[src/rtl/mdu_seq.sv]
// mdu_seq: multi-cycle RV32M multiply/divide unit.
// Operands are converted to magnitudes on accept, iterated one bit per cycle
// (shift-add multiply LSB-first, restoring divide MSB-first), then sign-corrected
// into a registered result on the first DONE cycle.
//
// state | meaning
// IDLE  | start_ready=1, waiting for start_valid
// CALC  | one iteration per cycle, counter 0..XLEN-1
// DONE  | first cycle registers MDUResult; then result_valid held until accepted
module mdu_seq #(
  parameter int XLEN = 32
) (
  input  logic            clk,
  input  logic            rst_n,
  input  logic            start_valid,
  output logic            start_ready,
  input  logic [2:0]      op,
  input  logic [XLEN-1:0] Arg1,
  input  logic [XLEN-1:0] Arg2,
  input  logic            flush,
  output logic            result_valid,
  input  logic            result_ready,
  output logic [XLEN-1:0] MDUResult
);

  localparam int CW = $clog2(XLEN);
  localparam logic [XLEN-1:0] SMIN = {1'b1, {(XLEN-1){1'b0}}};

  localparam logic [2:0] OP_MUL    = 3'b000;
  localparam logic [2:0] OP_MULH   = 3'b001;
  localparam logic [2:0] OP_MULHSU = 3'b010;
  localparam logic [2:0] OP_MULHU  = 3'b011;
  localparam logic [2:0] OP_DIV    = 3'b100;
  localparam logic [2:0] OP_DIVU   = 3'b101;
  localparam logic [2:0] OP_REM    = 3'b110;

  typedef enum logic [1:0] {S_IDLE, S_CALC, S_DONE} state_t;

  state_t              r_state;
  logic [2:0]          r_op;
  logic [CW-1:0]       r_cnt;
  // Multiply: hi = partial product, lo = remaining multiplier bits.
  // Divide:   hi = partial remainder, lo = dividend shifting into quotient.
  logic [2*XLEN-1:0]   r_acc;
  logic [XLEN-1:0]     r_b;
  logic                r_neg_q;
  logic                r_neg_r;
  logic                r_exc;
  logic                r_start_ready;
  logic                r_result_valid;
  logic [XLEN-1:0]     r_result;

  logic                w_a_signed;
  logic                w_b_signed;
  logic                w_a_neg;
  logic                w_b_neg;
  logic [XLEN-1:0]     w_a_mag;
  logic [XLEN-1:0]     w_b_mag;
  logic                w_div_zero;
  logic                w_div_ovf;
  logic [XLEN:0]       w_mul_sum;
  logic [2*XLEN-1:0]   w_mul_next;
  logic [XLEN:0]       w_div_shift;
  logic [XLEN-1:0]     w_div_diff;
  logic                w_div_ge;
  logic [2*XLEN-1:0]   w_div_next;
  logic [2*XLEN-1:0]   w_prod;
  logic [XLEN-1:0]     w_quo;
  logic [XLEN-1:0]     w_rem;
  logic [XLEN-1:0]     w_final;

  assign start_ready  = r_start_ready;
  assign result_valid = r_result_valid;
  assign MDUResult    = r_result;

  // Operand decode at the accept point: signedness, magnitudes, special divide cases.
  always_comb begin
    w_a_signed = op[2] ? ~op[0] : (op[1:0] != 2'b11);
    w_b_signed = op[2] ? ~op[0] : ~op[1];
    w_a_neg    = w_a_signed & Arg1[XLEN-1];
    w_b_neg    = w_b_signed & Arg2[XLEN-1];
    w_a_mag    = w_a_neg ? (~Arg1 + 1'b1) : Arg1;
    w_b_mag    = w_b_neg ? (~Arg2 + 1'b1) : Arg2;
    w_div_zero = op[2] & (Arg2 == '0);
    w_div_ovf  = op[2] & ~op[0] & (Arg1 == SMIN) & (Arg2 == '1);
  end

  // One iteration of each algorithm plus the final sign correction.
  always_comb begin
    w_mul_sum   = {1'b0, r_acc[2*XLEN-1:XLEN]} + (r_acc[0] ? {1'b0, r_b} : '0);
    w_mul_next  = {w_mul_sum, r_acc[XLEN-1:1]};
    w_div_shift = {r_acc[2*XLEN-1:XLEN], r_acc[XLEN-1]};
    w_div_ge    = (w_div_shift >= {1'b0, r_b});
    w_div_diff  = w_div_shift[XLEN-1:0] - r_b;
    w_div_next  = {(w_div_ge ? w_div_diff : w_div_shift[XLEN-1:0]),
                   r_acc[XLEN-2:0], w_div_ge};
    w_prod      = r_neg_q ? (~r_acc + 1'b1) : r_acc;
    w_quo       = (r_neg_q & ~r_exc) ? (~r_acc[XLEN-1:0] + 1'b1) : r_acc[XLEN-1:0];
    w_rem       = (r_neg_r & ~r_exc) ? (~r_acc[2*XLEN-1:XLEN] + 1'b1)
                                     : r_acc[2*XLEN-1:XLEN];
    w_final     = '0;
    case (r_op)
      OP_MUL:                     w_final = w_prod[XLEN-1:0];
      OP_MULH, OP_MULHSU, OP_MULHU: w_final = w_prod[2*XLEN-1:XLEN];
      OP_DIV, OP_DIVU:            w_final = w_quo;
      default:                    w_final = w_rem;
    endcase
  end

  // Control FSM with registered handshake outputs and datapath registers.
  always_ff @(posedge clk or negedge rst_n) begin
    if (!rst_n) begin
      r_state        <= S_IDLE;
      r_op           <= OP_MUL;
      r_cnt          <= '0;
      r_acc          <= '0;
      r_b            <= '0;
      r_neg_q        <= 1'b0;
      r_neg_r        <= 1'b0;
      r_exc          <= 1'b0;
      r_start_ready  <= 1'b1;
      r_result_valid <= 1'b0;
      r_result       <= '0;
    end else if (flush) begin
      r_state        <= S_IDLE;
      r_start_ready  <= 1'b1;
      r_result_valid <= 1'b0;
    end else begin
      case (r_state)
        S_IDLE: begin
          if (start_valid) begin
            r_op          <= op;
            r_cnt         <= '0;
            r_neg_q       <= w_a_neg ^ w_b_neg;
            r_neg_r       <= w_a_neg;
            r_start_ready <= 1'b0;
            if (w_div_zero) begin
              r_acc   <= {Arg1, {XLEN{1'b1}}};
              r_exc   <= 1'b1;
              r_state <= S_DONE;
            end else if (w_div_ovf) begin
              r_acc   <= {{XLEN{1'b0}}, SMIN};
              r_exc   <= 1'b1;
              r_state <= S_DONE;
            end else begin
              // Multiply keeps the multiplier in lo; divide keeps the dividend in lo.
              r_acc   <= {{XLEN{1'b0}}, (op[2] ? w_a_mag : w_b_mag)};
              r_b     <= op[2] ? w_b_mag : w_a_mag;
              r_exc   <= 1'b0;
              r_state <= S_CALC;
            end
          end
        end
        S_CALC: begin
          r_acc <= r_op[2] ? w_div_next : w_mul_next;
          r_cnt <= r_cnt + 1'b1;
          if (r_cnt == CW'(XLEN-1)) begin
            r_state <= S_DONE;
          end
        end
        S_DONE: begin
          if (!r_result_valid) begin
            r_result       <= w_final;
            r_result_valid <= 1'b1;
          end else if (result_ready) begin
            r_result_valid <= 1'b0;
            r_start_ready  <= 1'b1;
            r_state        <= S_IDLE;
          end
        end
        default: begin
          r_state       <= S_IDLE;
          r_start_ready <= 1'b1;
        end
      endcase
    end
  end

endmodule
[config.mk]
export PLATFORM = sky130hd
export DESIGN_NAME = mdu_seq
export DESIGN_NICKNAME = d
export VERILOG_FILES = /design/src/rtl/mdu_seq.sv
export SDC_FILE = /design/constraint.sdc
export NUM_CORES = 1
export LEC_CHECK = 0
export ABC_CLOCK_PERIOD_IN_PS = 4700
export CORE_ASPECT_RATIO = 0.75
export CORE_UTILIZATION = 30
export DETAILED_ROUTE_END_ITERATION = 10
export PLACE_DENSITY_LB_ADDON = 0.1
export SLEW_MARGIN = 30
export SYNTH_ARGS = -nofsm -noshare
export SYNTH_HDL_FRONTEND = slang
export SYNTH_SLANG_ARGS = --single-unit
[constraint.sdc]
create_clock -name clk -period 4.7 [get_ports clk]
set_input_delay 0.705 -clock clk [delete_from_list [all_inputs] [get_ports clk]]
set_output_delay 0.705 -clock clk [all_outputs]
set_load 0.03 [all_outputs]
==> results of run 1 <==
-- power groups by stage --
stage                     clock (mW)  combinational (mW)  sequential [mW]
after floorplan                    0                5.41             1.85
after global placement             0                7.89             2.19
after detailed placement           0                7.83             2.19
after CTS                       1.51                7.89             2.16
after global routing            1.55                8.74             2.23
final                           1.48                8.09             2.19
-- state kept, by name, indices dropped and copies added (netlist names) --
signal,cells
r_op,3
r_cnt,5
result_valid,1
r_b,32
r_acc,64
r_neg_q,1
r_neg_r,1
r_state,2
r_exc,1
MDUResult,32
start_ready,1
-- per-layer routing --
| metal | vias to the layer above | global-route usage | routed length (µm) | share of wire |
|---|---|---|---|---|
| met4 | 0 | 0.0709 | 1560 | 0.021 |
| met2 | 748 | 0.379 | 28600 | 0.39 |
| met3 | 69 | 0.0603 | 6530 | 0.090 |
| met5 | - | 0 | 0 | 0 |
| li1 | 7940 | - | - | - |
| met1 | 8195 | 0.415 | 35900 | 0.49 |
-- through the flow --
step / hold WS [ns] / utilization / cells / power, mW / instance area, µm²
detailed placement: 0.470 / 0.340 / 2898 / 10.0 / 17500
floorplan: 0.409 / - / 2178 / 7.26 / 15600
global placement: 0.467 / 0.340 / 2898 / 10.1 / 17500
CTS: 0.352 / 0.352 / 2930 / 11.6 / 18100
finish: 0.292 / 0.353 / 2931 / 11.8 / 18100
global route: 0.358 / 0.352 / 2930 / 12.5 / 18100
-- kinds of logic after synthesis --
family | count (synthesis)
compound gates | 701
xor+xnor | 193
fa+ha+maj | 73
buf+inv | 231
flops | 143
mux | 59
simple gates | 778
-- synth_stat cells, types with 15 or more instances --
| cell | number |
|---|---|
| clkbuf_1 | 142 |
| mux2_2 | 15 |
| o211ai_1 | 27 |
| a211oi_1 | 29 |
| xnor2_1 | 114 |
| nand4_1 | 29 |
| inv_1 | 67 |
| nor2_1 | 212 |
| ha_1 | 71 |
| and3_1 | 23 |
| a31oi_1 | 34 |
| mux2i_1 | 44 |
| a221oi_1 | 21 |
| xor2_1 | 79 |
| nor4_1 | 22 |
| nand3_1 | 47 |
| o21ai_1 | 15 |
| nor3_1 | 44 |
| dfrtp_1 | 142 |
| a21oi_1 | 184 |
| or3_1 | 18 |
| o31ai_1 | 36 |
| o22ai_1 | 20 |
| nand2_1 | 294 |
| a21o_1 | 29 |
| o21a_1 | 18 |
| o21ai_0 | 199 |
-- worst min-delay path by stage --
stage          depth (start not counted)  slack [ns]  startpoint       endpoint
2_1_floorplan                          0        0.41       rst_n   MDUResult[0]
3_3_place_gp                           2        0.47    r_cnt[4]       r_cnt[4]
3_5_place_dp                           2        0.47      r_b[7]         r_b[7]
4_1_cts                                1        0.35       rst_n  MDUResult[20]
5_1_grt                                1        0.36       rst_n  MDUResult[20]
6_report                               1        0.29       rst_n  MDUResult[20]
-- layout make-up --
cell class,instances,area [µm²]
sequential,143,3580
tap,703,880
inverter,70,263
fill,5544,33300
multi-input combinational,1804,11200
antenna,1,2.50
timing repair buffer,178,1610
clock buffer,17,425
clock inverter,15,184
-- cells in the final DEF, fill, tap and decap left out, types with 21 or more instances in the layout --
master	n
nand2_1	294
nor2_1	211
o21ai_0	199
a21oi_1	184
dfrtp_1	140
xnor2_1	114
clkdlybuf4s50_1	103
xor2_1	79
buf_4	72
ha_1	71
inv_1	67
nand3_1	47
mux2i_1	44
nor3_1	43
o31ai_1	36
a31oi_1	34
nand4_1	29
a211oi_1	29
a21o_1	29
o211ai_1	27
and3_1	23
nor4_1	22
a221oi_1	21
-- critical path, cell delays in order (launching register included) --
cell and delay (ns):
dfrtp_1 0.44, clkinv_1 0.08, buf_4 0.28, nor2_1 0.09, ha_1 0.37, a211oi_1 0.61
o211ai_1 0.31, nand3_1 0.22, a21boi_1 0.14, nor4_1 0.32, or3b_1 0.22, o21ai_0 0.11
xnor2_1 0.15, a221oi_1 0.34
==> summary.md, run 1 <==
| Metric | Value |
|---|---|
| Post-synthesis compound-gate area fraction | `0.278` |
| Buffers added on ports | `105` |
| Asr flop ratio synth | `1.00` |
| Initial drt markers | `~1,900` |
| Synthesis warning total | `0` |
| Crit Path Class | `flop to flop` |
| Die W | `between 200 and 300 µm` |
| Internal power | `5.34 mW` |
| Post-route DRC | `0` |
| Cts hold-fix bufs | `0` |
| Total iterations of the first detailed-routing run | `6` |
| Worst R2R Path Depth | `13` |
| Syn avg cell area | `between 7 and 8 µm²` |
| Post_cts resized | `0` |
| Largest net degree at the start of global routing | `82` |
| Post-synthesis adder-cell area fraction | `0.0594` |
| Worst setup margin | `approximately 0.9 ns` |
| Die area | `between 50,000 and 60,000 µm²` |
| First-pass GRT wire length | `about 110,000 µm` |
| Root Buffer | `clkbuf_16` |
| P&R area growth vs syn | `16.1%` |
| Clock latency on the worst-skew pair | `roughly 0.47 ns` |
| Cell taking the most area after synthesis | `dfrtp_1` |
| Setup crit start kind | `flop` |
| Pwr/cell area | `649 nW/µm²` |
| TritonCTS clock tree | `done` |
| Post-synthesis xor/xnor area fraction | `0.108` |
| Class of the worst hold path | `input port to asynchronous set/reset pin` |
| Worst EP required | `5.05 ns` |
| Vias per inst | `approximately 5.8` |
| Share of the synthesized area in the top cell type | `0.228` |
| GR Overflow Total | `0` |
| Leak Pwr | `~7.2 nW` |
| CP arrival | `a little over 4 ns` |
| Clk_skew | `~0.014 ns` |
| P_sw | `6.42 mW` |
| Crit path to | `r_acc[58]` |
| Final Hold Vio Count | `0` |
| Post-Place Setup Slack | `between 0.5 and 0.6 ns` |
| Mapped Cells | `around 2,200` |
| Multiplexer share of the synthesized area | `0.0390` |
| Tightest Pin Transition | `between 1 and 1.5 ns` |
| R2R Path End | `r_acc[58]` |
| Slew HR | `0.309` |
| DR vias | `~17,000` |
| Simple-Gate Fraction of Synth Area | `0.230` |
| Initial antenna violation count | `2` |
| Sequential Power Share | `0.186` |
| Post-CTS Setup Inserts | `0` |
| Clock power frac | `0.126` |
| RSZ-0062 raised after global routing | `false` |
| FMAX | `264 MHz` |
| Dpl hpwl | `between 50,000 and 60,000 µm` |
| FF-to-FF Start | `r_acc[0]` |
| Sequential area share after synthesis | `0.229` |
| VDD IR-drop max | `0.335 mV` |
| Routed len/inst | `between 20 and 25 µm` |
| Combinational Power Share | `0.687` |
| Htree depth | `4` |
| Final setup violation count | `0` |
| Clock sink total | `143` |
| Layout cells sized above 1 | `0.0674` |
| Cells taking the most area after synthesis | `dfrtp_1 23%, nand2_1 7.1%, xnor2_1 6.4%, o21ai_0 6.4%, a21oi_1 5.9%` |
| Setup TNS | `0 ns` |
| Top FF cell, synth | `dfrtp_1` |
| Area of the core | `51,400 µm²` |
| Number of synthesized flops with an enable pin | `0` |
| Switch share | `0.546` |
| Placer Congestion | `approximately 0.98` |
| Clock buffer count from CTS | `17` |
| CP Capture Type | `flop` |
| Antenna Violating Nets Remaining | `0` |
| Clock Path Buffers | `2` |
| Worst-path clk slew | `0.07 ns` |
| Status | `finished clean` |
| Largest family of logic cells by synthesized area | `compound AO/OA/AOI/OAI gates` |
| Nets@finish | `between 2,000 and 2,500` |
| Netlist cell types | `82` |
| Flop-to-flop setup slack | `between 0.9 and 1 ns` |
| GR Util All Layers | `0.273` |
| Final Max Slew Viols | `0` |
| Starting density of the core | `0.304` |
| Min cycle time layout | `~3.8 ns` |
| Mapped Area | `between 15,000 and 20,000 µm²` |
| Number of global-route vias before repair | `between 15,000 and 20,000` |
| I/O Pins | `106` |
| Die height | `200 µm` |
| Seq cells post-synth | `~140` |
| Cell Rows | `72` |
| Final WL | `72,500 µm` |
| Crit Path Max Fanout | `22` |
| Worst setup startpoint | `r_acc[0]` |
| Tcrit/Tclk final | `0.806` |
| Max-cap violations | `0` |
| Net Count, Synth | `about 2,300` |
Note: power is estimated with default switching activity, not from simulation.
==> inputs of run 2 (changes only) <==
--- a/config.mk
+++ b/config.mk
@@ -5,7 +5,7 @@
 export SDC_FILE = /design/constraint.sdc
 export NUM_CORES = 1
 export LEC_CHECK = 0
-export ABC_CLOCK_PERIOD_IN_PS = 4700
+export ABC_CLOCK_PERIOD_IN_PS = 3300
 export CORE_ASPECT_RATIO = 0.75
 export CORE_UTILIZATION = 30
 export DETAILED_ROUTE_END_ITERATION = 10
==> constraint.sdc (replaced) <==
create_clock -name clk -period 3.3 [get_ports clk]
set_input_delay 0.495 -clock clk [delete_from_list [all_inputs] [get_ports clk]]
set_output_delay 0.495 -clock clk [all_outputs]
set_load 0.03 [all_outputs]
==> run 2 against run 1 <==
  * Global-route usage grew 2.9 points
  * Sequential power grew 22%
  * Clock power grew 41%
==> summary.md, run 2 (synthesis gave the netlist of run 1 again) <==
| Metric | Value |
|---|---|
| Status | `finished clean` |
| DR vias | `18,500` |
| Slew HR | `0.365` |
| RSZ-0062 raised after global routing | `true` |
| Worst setup margin | `about 0.053 ns` |
| Commonest non-fill, non-tap cell in the layout | `buf_4` |
| Max FFs per register | `between 60 and 70` |
| Clock sink total | `between 100 and 150` |
| Placer Congestion | `about 1.0` |
| Worst setup startpoint | `r_acc[31]` |
| Setup TNS | `0 ns` |
| Layout cells sized above 1 | `0.200` |
| TritonCTS clock tree | `done` |
| Largest net degree at the start of global routing | `70` |
| Class of the worst hold path | `input port to asynchronous set/reset pin` |
| First-pass GRT wire length | `between 100,000 and 150,000 µm` |
| R2R Path End | `r_acc[58]` |
| FF-to-FF Start | `r_acc[31]` |
| Post-route DRC | `0` |
| Area of the core | `slightly above 50,000 µm²` |
| Clock buffer count from CTS | `17` |
| Root Buffer | `clkbuf_16` |
| Sequential Power Share | `0.138` |
| Total iterations of the first detailed-routing run | `5` |
| I/O Pins | `106` |
| Number of global-route vias before repair | `around 17,000` |
| Antenna Diode Count | `0` |
| Initial drt markers | `2,183` |
| Tcrit/Tclk final | `0.984` |
| VDD IR-drop max | `between 0.4 and 0.5 mV` |
| FMAX | `308 MHz` |
| Worst path cell trace | `inv_1 > ha_2 > inv_2 > fa_2 > a21o_1 > a221o_1 > a32oi_2 > nand2_2 > o21ai_2 > buf_4 > o21ai_1 > xor2_1 > mux2i_1 > a221oi_1` |
| P&R area growth vs syn | `33.1%` |
| Biggest register | `r_acc` |
| P_sw | `10.1 mW` |
| Crit Path Class | `flop to flop` |
| Switch share | `0.518` |
| CP Capture Type | `flop` |
| Crit path to | `r_acc[58]` |
| Final Max Slew Viols | `0` |
| Final WL | `between 80,000 and 90,000 µm` |
| Initial antenna violation count | `1` |
| GR Util All Layers | `0.302` |
| Pwr/cell area | `slightly above 900 nW/µm²` |
| Final Hold Vio Count | `0` |
| CP arrival | `~3.6 ns` |
| Clock latency on the worst-skew pair | `roughly 0.48 ns` |
| Worst-path clk slew | `0.07 ns` |
| Critical path's slowest cell | `a221o_1` |
| Worst EP required | `3.67 ns` |
| Fin Hold WS | `between 0.02 and 0.03 ns` |
| Worst R2R Path Depth | `14` |
| Nets@finish | `~2,700` |
| Flop-to-flop setup slack | `~0.053 ns` |
| Starting density of the core | `0.304` |
| Min cycle time layout | `about 3.2 ns` |
| Clock Path Buffers | `2` |
| Delay of the slowest critical-path stage | `about 0.45 ns` |
| Htree depth | `4` |
| Buffers added on ports | `105` |
| Tightest Pin Transition | `approximately 0.94 ns` |
| Max-cap violations | `0` |
| Cell Rows | `72` |
| Cts hold-fix bufs | `0` |
| Die area | `around 53,000 µm²` |
| Clk_skew | `between 0.015 and 0.02 ns` |
| Clock power frac | `0.107` |
| Vias per inst | `between 5 and 6` |
| Most frequent cells in the layout | `384 x buf_4, 293 x nand2_1, 209 x nor2_1, 187 x o21ai_0, 180 x a21oi_1` |
| Die height | `around 200 µm` |
| Crit Path Max Fanout | `3` |
| GR Overflow Total | `0` |
| Leak Pwr | `just under 9 nW` |
| Final setup violation count | `0` |
| Post-Place Setup Slack | `-0.376 ns` |
| Routed len/inst | `24.7 µm` |
| Antenna Violating Nets Remaining | `0` |
| Combinational Power Share | `0.755` |
| Dpl hpwl | `around 65,000 µm` |
| Die W | `~270 µm` |
| Internal power | `9.37 mW` |
| Setup crit start kind | `flop` |
## run 2: changes by cell type in the layout (fill, tap and decap cells not counted), moves of 5 or more
cell and change:
buf_4 +312, buf_12 +6, o21ai_0 -12, o21ai_1 +9, clkinvlp_4 -5
## run 2: worst min path at each step
stage                          endpoint  slack [ns]  cells after the start
final                     MDUResult[13]        0.03                      1
after CTS                 MDUResult[13]        0.09                      1
after global placement          r_b[15]        0.46                      2
after floorplan            MDUResult[0]        0.20                      0
after detailed placement  MDUResult[13]        0.47                      2
after global routing      MDUResult[13]        0.10                      1
## run 2: metrics by stage
stage,utilization,power (mW),cell area (µm²),cells
2_1_floorplan,-,10.3,15600,2178
3_3_place_gp,0.388,16.6,20000,3215
3_5_place_dp,0.388,16.5,20000,3215
4_1_cts,0.400,18.7,20600,3247
5_1_grt,0.404,20.5,20800,3251
6_report,0.404,19.5,20800,3251
## run 2: worst max-delay path, delay by kind of cell, from the launching register on
| kind | cells | cell delay, ns |
|---|---|---|
| multiplexers | 1 | 0.17 |
| XOR/XNOR | 1 | 0.23 |
| flip-flops | 1 | 0.38 |
| AND/OR/NAND/NOR | 1 | 0.11 |
| buffers and inverters | 3 | 0.24 |
| AO/OA/AOI/OAI | 6 | 1.47 |
| adder cells (fa/ha/maj) | 2 | 0.53 |
## run 2: final cells by class
class                           instances  area, µm²
Fill cell                            5403      30600
Clock buffer                           20        447
Timing Repair Buffer                  499       4100
Sequential cell                       143       3580
Tap cell                              703        880
Clock inverter                         12        149
Inverter                               70        263
Multi-Input combinational cell       1804      11400
## run 2: power groups by stage
stage          Clock, mW  Combinational, mW  Sequential (mW)
2_1_floorplan          0               7.71             2.64
3_3_place_gp           0               13.9             2.67
3_5_place_dp           0               13.8             2.69
4_1_cts             2.13               14.0             2.66
5_1_grt             2.18               15.6             2.73
6_report            2.09               14.7             2.68
## run 2: timing repair
item / 4_1_cts / 5_1_grt
setup buffers: 0 / 4
endpoints found under the setup margin: 10 / 34
pin swaps: 2 / 23
gates resized for setup: 7 / 52
## run 2: layer usage
layer	GRT usage	vias up	wire length, µm
met5	0	-	0
met4	0.0831	0	1920
met3	0.0760	80	7920
met2	0.412	902	31100
met1	0.458	8914	39200
li1	-	8592	-
==> inputs of run 3 (changes only) <==
--- a/config.mk
+++ b/config.mk
@@ -6,9 +6,10 @@
 export NUM_CORES = 1
 export LEC_CHECK = 0
 export ABC_CLOCK_PERIOD_IN_PS = 3300
-export CORE_ASPECT_RATIO = 0.75
+export CORE_ASPECT_RATIO = 0.5
 export CORE_UTILIZATION = 30
 export DETAILED_ROUTE_END_ITERATION = 10
+export GPL_ROUTABILITY_DRIVEN = 0
 export PLACE_DENSITY_LB_ADDON = 0.1
 export SLEW_MARGIN = 30
 export SYNTH_ARGS = -nofsm -noshare
==> run 3 against run 2 <==
  * Worst setup slack gained 0.034 ns
  * Fmax is 1.1% higher
  * Count of clock-buffer cells in the layout down 3
  * Worst hold slack worse by 0.014 ns
  * Global-route usage decreased by 2.6 points
  * Largest power group unchanged
  * Critical path type unchanged
  * Design area is 2.0% lower
  * Largest cell class unchanged
  * Register-to-register slack better by 0.03 ns
  * Clock skew down 0.0049 ns
  * Cell count fell by 2.1%
==> summary.md, run 3 (synthesis gave the netlist of run 1 again) <==
| Metric | Value |
|---|---|
| Status | `finished clean` |
| Final Hold Vio Count | `0` |
| TritonCTS clock tree | `done` |
| Cts hold-fix bufs | `0` |
| Area after DPL | `between 15,000 and 20,000 µm²` |
| Routed len/inst | `around 23 µm` |
| Combinational Power Share | `0.730` |
| CP Capture Type | `flop` |
| Crit Path Max Fanout | `14` |
| Die area | `between 50,000 and 60,000 µm²` |
| Die height | `between 150 and 200 µm` |
| Switch share | `0.508` |
| First-pass GRT wire length | `~110,000 µm` |
| Tightest Pin Transition | `between 0.9 and 1 ns` |
| Crit Path Class | `flop to flop` |
| Flop-to-flop setup slack | `slightly below 0.09 ns` |
| Worst-path clk slew | `around 0.070 ns` |
| DR vias | `17,700` |
| Fin Hold WS | `between 0.01 and 0.015 ns` |
| Final WL | `74,000 µm` |
| Clk_skew | `between 0.01 and 0.015 ns` |
| Initial antenna violation count | `4` |
| Root Buffer | `clkbuf_16` |
| Number of global-route vias before repair | `16,500` |
| GR Util All Layers | `0.276` |
| Worst path cell trace | `clkinv_2 > buf_6 > buf_6 > ha_1 > nand4_1 > or3_1 > buf_4 > nand2_1 > nor2_1 > o311ai_0 > buf_4 > o21ai_0` |
| Final setup violation count | `0` |
| Tcrit/Tclk final | `0.973` |
| Slew HR | `0.340` |
| Nets@finish | `between 2,000 and 3,000` |
| Layout cells sized above 1 | `0.178` |
| Post-layout util | `0.401` |
| Antenna Diode Count | `0` |
| VDD IR-drop max | `slightly above 0.4 mV` |
| Die W | `325 µm` |
| Max FFs per register | `64` |
| Biggest register | `r_acc` |
| P&R area growth vs syn | `30.4%` |
| Htree depth | `4` |
| Clock latency on the worst-skew pair | `roughly 0.46 ns` |
| FF+latch area | `~3600 µm²` |
| Area occupied by multi-input gates | `11,300 µm²` |
| Buffers added on ports | `about 110` |
| Design area | `between 20,000 and 25,000 µm²` |
| Clock sink total | `about 140` |
| Antenna Violating Nets Remaining | `0` |
| Initial drt markers | `1,844` |
| Setup crit start kind | `flop` |
| Total power | `18.3 mW` |
| Leak Pwr | `about 8.6 nW` |
| Clock power frac | `0.120` |
| Total iterations of the first detailed-routing run | `6` |
| P_sw | `9.30 mW` |
| Worst EP required | `approximately 3.6 ns` |
| Post-route DRC | `0` |
| Largest net degree at the start of global routing | `76` |
| Final Max Slew Viols | `0` |
| Clock Path Buffers | `2` |
| Cell Rows | `58` |
| Class of the worst hold path | `input port to asynchronous set/reset pin` |
| Critical path's slowest cell | `o311ai_0` |
| Most frequent cells in the layout | `330 x buf_4, 294 x nand2_1, 212 x nor2_1, 192 x o21ai_0, 182 x a21oi_1` |
| Min cycle time layout | `3.21 ns` |
| Pwr/cell area | `roughly 900 nW/µm²` |
| FMAX | `around 310 MHz` |
| Vias per inst | `~5.6` |
| CP arrival | `roughly 3.6 ns` |
| Filler cells | `around 5,400` |
| I/O Pins | `106` |
| GR Overflow Total | `0` |
| Delay of the slowest critical-path stage | `between 0.6 and 0.7 ns` |
| Commonest non-fill, non-tap cell in the layout | `buf_4` |
| Internal power | `approximately 9 mW` |
| Area of the core | `between 50,000 and 60,000 µm²` |
| Dpl hpwl | `60,100 µm` |
| Clock buffer count from CTS | `17` |
| Max-cap violations | `0` |
| Starting density of the core | `0.307` |
| Sequential Power Share | `0.150` |
run 3: repair_timing:
item,4_1_cts,5_1_grt
setup buffers,1,2
setup endpoints to repair,2,23
resized for setup,4,38
pin swaps,1,6
run 3: layout make-up:
| class | count | area share |
|---|---|---|
| clock buffer | 17 | 0.0209 |
| timing repair buffer | 445 | 0.182 |
| clock inverter | 15 | 0.0108 |
| inverter | 70 | 0.0130 |
| multi-input combinational | 1804 | 0.556 |
| tap | 690 | 0.0424 |
| sequential | 143 | 0.176 |
run 3: metal layers:
| metal | part of all wire | wire (µm) | global-route usage | up-vias |
|---|---|---|---|---|
| li1 | - | - | - | 8471 |
| met1 | 0.49 | 35900 | 0.402 | 8505 |
| met2 | 0.41 | 30100 | 0.398 | 619 |
| met3 | 0.083 | 6160 | 0.0695 | 97 |
| met4 | 0.026 | 1890 | 0.0793 | 2 |
| met5 | 0.00014 | 10 | 0 | - |
run 3: final timing paths:
| path | endpoint | cells after the start | startpoint |
|---|---|---|---|
| setup / recovery | MDUResult[0] | 12 | r_acc[0] |
| hold / removal | r_acc[38] | 1 | rst_n |
| setup reg to reg | MDUResult[0] | 12 | r_acc[0] |
| hold reg to reg | MDUResult[0] | 2 | MDUResult[0] |
| max in group asynchronous | r_acc[14] | 2 | rst_n |
| min in group clk | MDUResult[0] | 2 | MDUResult[0] |
run 3: per-stage QoR:
step,setup slack (ns),setup TNS (ns),instances
floorplan,0.123,0,2178
CTS,0.000569,0,3182
detailed placement,-0.295,-7.47,3149
global placement,-0.337,-6.67,3149
finish,0.0875,0,3184
global route,-0.0216,-0.0325,3184
run 3: power groups by stage:
stage | clock network [mW] | logic (mW) | registers [mW]
after floorplan | 0 | 7.71 | 2.64
after global placement | 0 | 12.9 | 2.75
after detailed placement | 0 | 12.8 | 2.75
after CTS | 2.25 | 12.9 | 2.72
after global routing | 2.32 | 14.4 | 2.79
final | 2.20 | 13.3 | 2.74
run 3: critical path: cells and delay by family (launching register included):
family	cells	cell delay, ns
fa+ha+maj	1	0.26
buf+inv	5	0.87
flops	1	0.39
simple gates	4	0.86
compound gates	2	0.69
